===== src/rtl/id_dco.sv =====
// rtl/id_dco.sv - increment/decrement DCO: divide-by-DIV square wave with queued +/-1 clk period corrections
module id_dco #(
  parameter int DIV    = 8,
  parameter int DIV_W  = 4,
  parameter int PEND_W = 3
) (
  input  logic              clk,
  input  logic              reset,
  input  logic              en,
  input  logic              inc,
  input  logic              dec,
  output logic              id_out,
  output logic              id_tick,
  output logic [PEND_W-1:0] pend,
  output logic              sat_err
);

  localparam int SUM_W = PEND_W + 2;
  localparam logic [DIV_W-1:0] L_DIV  = DIV_W'(DIV);
  localparam logic [DIV_W-1:0] L_HALF = DIV_W'(DIV / 2);
  localparam logic signed [SUM_W-1:0] L_PMAX = SUM_W'((2 ** (PEND_W - 1)) - 1);
  localparam logic signed [SUM_W-1:0] L_PMIN = SUM_W'(-(2 ** (PEND_W - 1)));

  logic [DIV_W-1:0]  r_cnt;
  logic [PEND_W-1:0] r_pend;
  logic              r_corr_done;
  logic              r_inc_q;
  logic              r_dec_q;
  logic              r_id_out;
  logic              r_id_tick;
  logic              r_sat_err;

  logic                    w_req_inc;
  logic                    w_req_dec;
  logic                    w_pend_pos;
  logic                    w_pend_neg;
  logic                    w_apply_inc;
  logic                    w_apply_dec;
  logic [1:0]              w_step;
  logic [DIV_W-1:0]        w_sum;
  logic                    w_wrap;
  logic [DIV_W-1:0]        w_cnt_next;
  logic signed [SUM_W-1:0] w_psum;
  logic [PEND_W-1:0]       w_pend_next;
  logic                    w_clamp;

  assign w_req_inc  = inc & ~r_inc_q;
  assign w_req_dec  = dec & ~r_dec_q;
  assign w_pend_neg = r_pend[PEND_W-1];
  assign w_pend_pos = ~r_pend[PEND_W-1] & (|r_pend);

  // Corrections are decided from registered state only, so a new request
  // can never influence the phase in the same cycle it is sampled.
  assign w_apply_inc = en & ~r_corr_done & w_pend_pos;
  assign w_apply_dec = en & ~r_corr_done & w_pend_neg;

  always_comb begin
    w_step = 2'd0;
    if (w_apply_inc) begin
      w_step = 2'd2;
    end else if (w_apply_dec) begin
      w_step = 2'd0;
    end else if (en) begin
      w_step = 2'd1;
    end
  end

  assign w_sum      = r_cnt + DIV_W'(w_step);
  assign w_wrap     = (w_sum >= L_DIV);
  assign w_cnt_next = w_wrap ? (w_sum - L_DIV) : w_sum;

  // Applying a correction always moves pend toward zero, so only a request
  // edge can push the sum past a rail; clamping therefore drops a request.
  always_comb begin
    w_psum = $signed({{2{r_pend[PEND_W-1]}}, r_pend})
           + $signed(SUM_W'(w_req_inc)) - $signed(SUM_W'(w_req_dec))
           - $signed(SUM_W'(w_apply_inc)) + $signed(SUM_W'(w_apply_dec));
    w_pend_next = w_psum[PEND_W-1:0];
    w_clamp     = 1'b0;
    if (w_psum > L_PMAX) begin
      w_pend_next = L_PMAX[PEND_W-1:0];
      w_clamp     = 1'b1;
    end else if (w_psum < L_PMIN) begin
      w_pend_next = L_PMIN[PEND_W-1:0];
      w_clamp     = 1'b1;
    end
  end

  always_ff @(posedge clk) begin
    if (reset) begin
      r_cnt       <= '0;
      r_pend      <= '0;
      r_corr_done <= 1'b0;
      r_inc_q     <= 1'b0;
      r_dec_q     <= 1'b0;
      r_id_out    <= 1'b0;
      r_id_tick   <= 1'b0;
      r_sat_err   <= 1'b0;
    end else begin
      r_cnt       <= w_cnt_next;
      r_pend      <= w_pend_next;
      r_corr_done <= w_wrap ? 1'b0 : (r_corr_done | w_apply_inc | w_apply_dec);
      r_inc_q     <= inc;
      r_dec_q     <= dec;
      r_id_out    <= (w_cnt_next >= L_HALF);
      r_id_tick   <= w_wrap;
      r_sat_err   <= w_clamp;
    end
  end

  assign id_out  = r_id_out;
  assign id_tick = r_id_tick;
  assign pend    = r_pend;
  assign sat_err = r_sat_err;

endmodule

===== config.mk =====
export PLATFORM = sky130hd
export DESIGN_NAME = id_dco
export DESIGN_NICKNAME = d
export VERILOG_FILES = /design/src/rtl/id_dco.sv
export SDC_FILE = /design/constraint.sdc
export NUM_CORES = 1
export LEC_CHECK = 0
export ABC_CLOCK_PERIOD_IN_PS = 3600
export CAP_MARGIN = 20
export CORE_ASPECT_RATIO = 0.75
export CORE_MARGIN = 2
export CORE_UTILIZATION = 31
export DETAILED_ROUTE_END_ITERATION = 12
export GPL_TIMING_DRIVEN = 1
export PLACE_DENSITY = 0.59
export SKIP_CTS_REPAIR_TIMING = 1
export SLEW_MARGIN = 20
export SYNTH_ARGS = -nofsm -noshare
export SYNTH_HDL_FRONTEND = slang
export SYNTH_SLANG_ARGS = --single-unit

===== constraint.sdc =====
create_clock -name clk -period 3.6 [get_ports clk]
set_input_delay 0.72 -clock clk [delete_from_list [all_inputs] [get_ports clk]]
set_output_delay 0.72 -clock clk [all_outputs]
set_load 0.005 [all_outputs]

==> summary.txt <==
Power and ir drop
  – Comb pwr share: 0.480
  – Leakage: 0.389 nW
  – Peak VDD IR: approximately 0.00043 V
  – Part of the power in registers: 0.344
  – Clk pwr share: 0.176
  – Total power: 598 µW
  – Cell Pwr Density: around 730 mW/mm²
  – Switching share of power: 0.334
  – Internal power: between 300 and 400 µW
  – Psw: between 150 and 200 µW

Floorplan
  – DIE AREA: 0.00237 mm²
  – Core Box Area: 0.00181 mm²
  – Row cnt: 13
  – I/O pins: 11
  – Initial Utilization: 0.342
  – Die height: 42.6 µm
  – Die width: 55.5 µm

STA
  – Final hold viol count: 0
  – Final setup viols: 0
  – Slew headroom: 0.721
  – Fmax: ~0.3 GHz
  – Final clock period utilization by the worst path: 0.924
  – Final hold slack: roughly 0.48 ns
  – Fin. max-slew vios: 0
  – RSZ-0062 raised after global routing: false
  – Worst Tran Pin Value: 0.418 ns
  – Minimum clock period: 3.33 ns
  – Setup Skew: 0.00131 ns

Setup path
  – Slowest cell delay on critical path: 0.54 ns
  – Arr. time, crit path: about 3.5 ns
  – Worst path bufs/invs: 4
  – Reg2reg setup slack: 0.40 ns
  – R2r worst-path depth: 12
  – Critical path type: input port to register
  – R2r endpoint: pend[0]
  – Slowest-stage cell, CP: fa_1
  – Worst setup SP type: input port
  – Critical register-to-register path startpoint: pend[1]
  – Crit path required time: about 3.8 ns
  – CP endpoint kind: register
  – Delay-heaviest family, CP: adder cells
  – Crit-path cells: dlymetal6s2s_1, nand2b_1, or3_4, fa_1, inv_1, fa_1, inv_1, ha_1, inv_1, fa_1, ha_2, or2_2, a21oi_1
  – Worst-path maximum fanout: 2

Cells and area
  – ANT cells: 0
  – Area growth syn-to-layout: 32.3%
  – Non-Filler Instances: 100
  – Proportion of layout cells with a drive suffix above 1: 0.141
  – Design Area, Final: between 800 and 900 µm²
  – Net count, final: between 90 and 100

CTS
  – H-tree depth: 1
  – Deepest clock path buffer count: 2
  – CTS tree: built
  – Clk slew on worst S/H paths: 0.07 ns
  – Root Driver: clkbuf_4
  – Clk Latency, worst-skew pair: around 0.27 ns
  – CTS Buf Count: 3
  – Num Clock Sinks: 12

Global route
  – Initial antenna violation count: 0
  – All-Layer GR Usage: 0.104
  – Vias in the first global route: 421
  – Pin count of the biggest net entering global routing: 13
  – Global route overflow: 0
  – First-pass GRT wire length: approximately 1800 µm

Detailed routing
  – Drt pass-1 iters: 4
  – Routed vias/inst: 4.27
  – Routed WL per cell: 9.85 µm
  – 1st-iter DRT viols: 3
  – Drt drc: 0
  – Final ANT Viol Nets: 0
  – DR vias: around 430
  – Final Routed Wirelength: 985 µm

Placement
  – Cells after DPL: 95
  – Dpl cell area: 762 µm²
  – Port Buf Inserts: 10
  – Placer Congestion: 0.688
  – Post-detail-place hpwl: 780 µm

Synth
  – Distinct cells, synth: 20
  – Yosys reg bits: 12
  – Post-synth top flop: dfxtp_1
  – Top-count cell post-synth: dfxtp_1
  – Ys async rst share: 0
  – Yosys Warn Count: 0
  – Mapped Area: 617 µm²
  – Syn nets: 77
  – List of most frequent post-synthesis cells: dfxtp_1 (12), inv_1 (10), ha_1 (7), nor2b_1 (6), fa_1 (4)
  – Area leader, netlist: dfxtp_1
  – Seq/Total Area, Yosys: 0.389
  – Dominant cells by area after synthesis: dfxtp_1 (39%), ha_1 (14%), fa_1 (13%)
  – Synth Instances: 61
  – Area share of the largest cell type after synthesis: 0.389
  – Post-synth EDFFs: 0
  – Synth Area per Inst: around 10 µm²

Worst hold path
  – Worst hold start: r_cnt[2]
  – Hold Crit Endpoint: r_corr_done
  – WHS Path Cells: 1
  – Hold WC Path Type: register to register

Job
  – Maxcap violations: 0

Outcome
  – Status: finished clean
==> area by class of cell <==
cell class,count,area (µm²)
Tap cell,22,27.5
Fill cell,180,990
Timing Repair Buffer,14,133
Sequential cell,12,240
Multi-Input combinational cell,38,342
Clock buffer,4,36.3
Inverter,10,37.5
==> worst register-to-register path: cells and delay by family (launching register included) <==
| family | cells | cell delay, ns |
|---|---|---|
| AOI/OAI and AO/OA | 1 | 0.13 |
| adders and majority gates | 5 | 1.71 |
| and+or+nand+nor | 3 | 0.73 |
| DFF | 1 | 0.40 |
| buffers and inverters | 3 | 0.16 |
==> worst max-delay path by stage <==
stage | start | to | slack, ns | cells after the start
3_3_place_gp | en | pend[0] | -0.34 | 13
3_5_place_dp | en | pend[0] | -0.38 | 13
5_1_grt | en | pend[0] | 0.13 | 13
2_1_floorplan | en | pend[0] | 0.23 | 12
4_1_cts | en | pend[0] | -0.1 | 13
6_report | en | pend[0] | 0.27 | 13
==> metal layers <==
layer  up-vias  track usage  wire [µm]
met5         -            0          0
met4         0       0.0293          0
met3         0       0.0679         85
met2        11        0.145        423
met1       189        0.129        476
li1        227            -          -
==> power groups by stage <==
| stage | Clock, mW | Sequential [mW] | Combinational (mW) |
|---|---|---|---|
| 2_1_floorplan | 0 | 0.204 | 0.179 |
| 3_3_place_gp | 0 | 0.208 | 0.274 |
| 3_5_place_dp | 0 | 0.209 | 0.280 |
| 4_1_cts | 0.109 | 0.206 | 0.284 |
| 5_1_grt | 0.117 | 0.214 | 0.337 |
| 6_report | 0.105 | 0.206 | 0.287 |
==> state kept, by name (all words and copies together), names as in the netlist <==
register and flops:
id_tick 1, sat_err 1, r_dec_q 1, id_out 1
r_inc_q 1, r_corr_done 1, pend 3, r_cnt 3
==> kinds of logic (layout without fill, tap and decap cells) <==
family          after synthesis  after routing  synth area share
fa+ha+maj                    11             11             0.272
simple gates                 20             20             0.191
buf+inv                      11             28            0.0690
xor+xnor                      1              1            0.0142
compound gates                6              6            0.0649
flops                        12             12             0.389
==> cell usage in the layout (no fill, tap or decap) <==
cell	netlist	final
dfxtp_1	12	12
inv_1	10	10
clkdlybuf4s50_1	0	9
nor2b_1	6	6
ha_1	7	6
fa_1	4	4
buf_4	0	4
nand2b_1	3	3
nor2_1	3	3
nor3_1	3	3
clkbuf_4	0	3
a21oi_1	2	2
or3_4	0	1
o21a_1	1	1
nand3b_1	1	1
xnor2_1	1	1
a21o_1	1	1
and3b_1	1	1
or2_2	1	1
nor4_1	1	1
o21bai_1	1	1
a211oi_1	1	1
ha_2	0	1
clkbuf_8	0	1
dlymetal6s2s_1	0	1
==> stage by stage <==
step	utilization	TNS (ns)	setup slack, ns
global route	0.452	0	0.132
global placement	0.422	-1.22	-0.343
CTS	0.442	-0.186	-0.0957
finish	0.452	0	0.273
floorplan	-	0	0.228
detailed placement	0.422	-1.36	-0.384
Power figures use the tool's default switching activity.
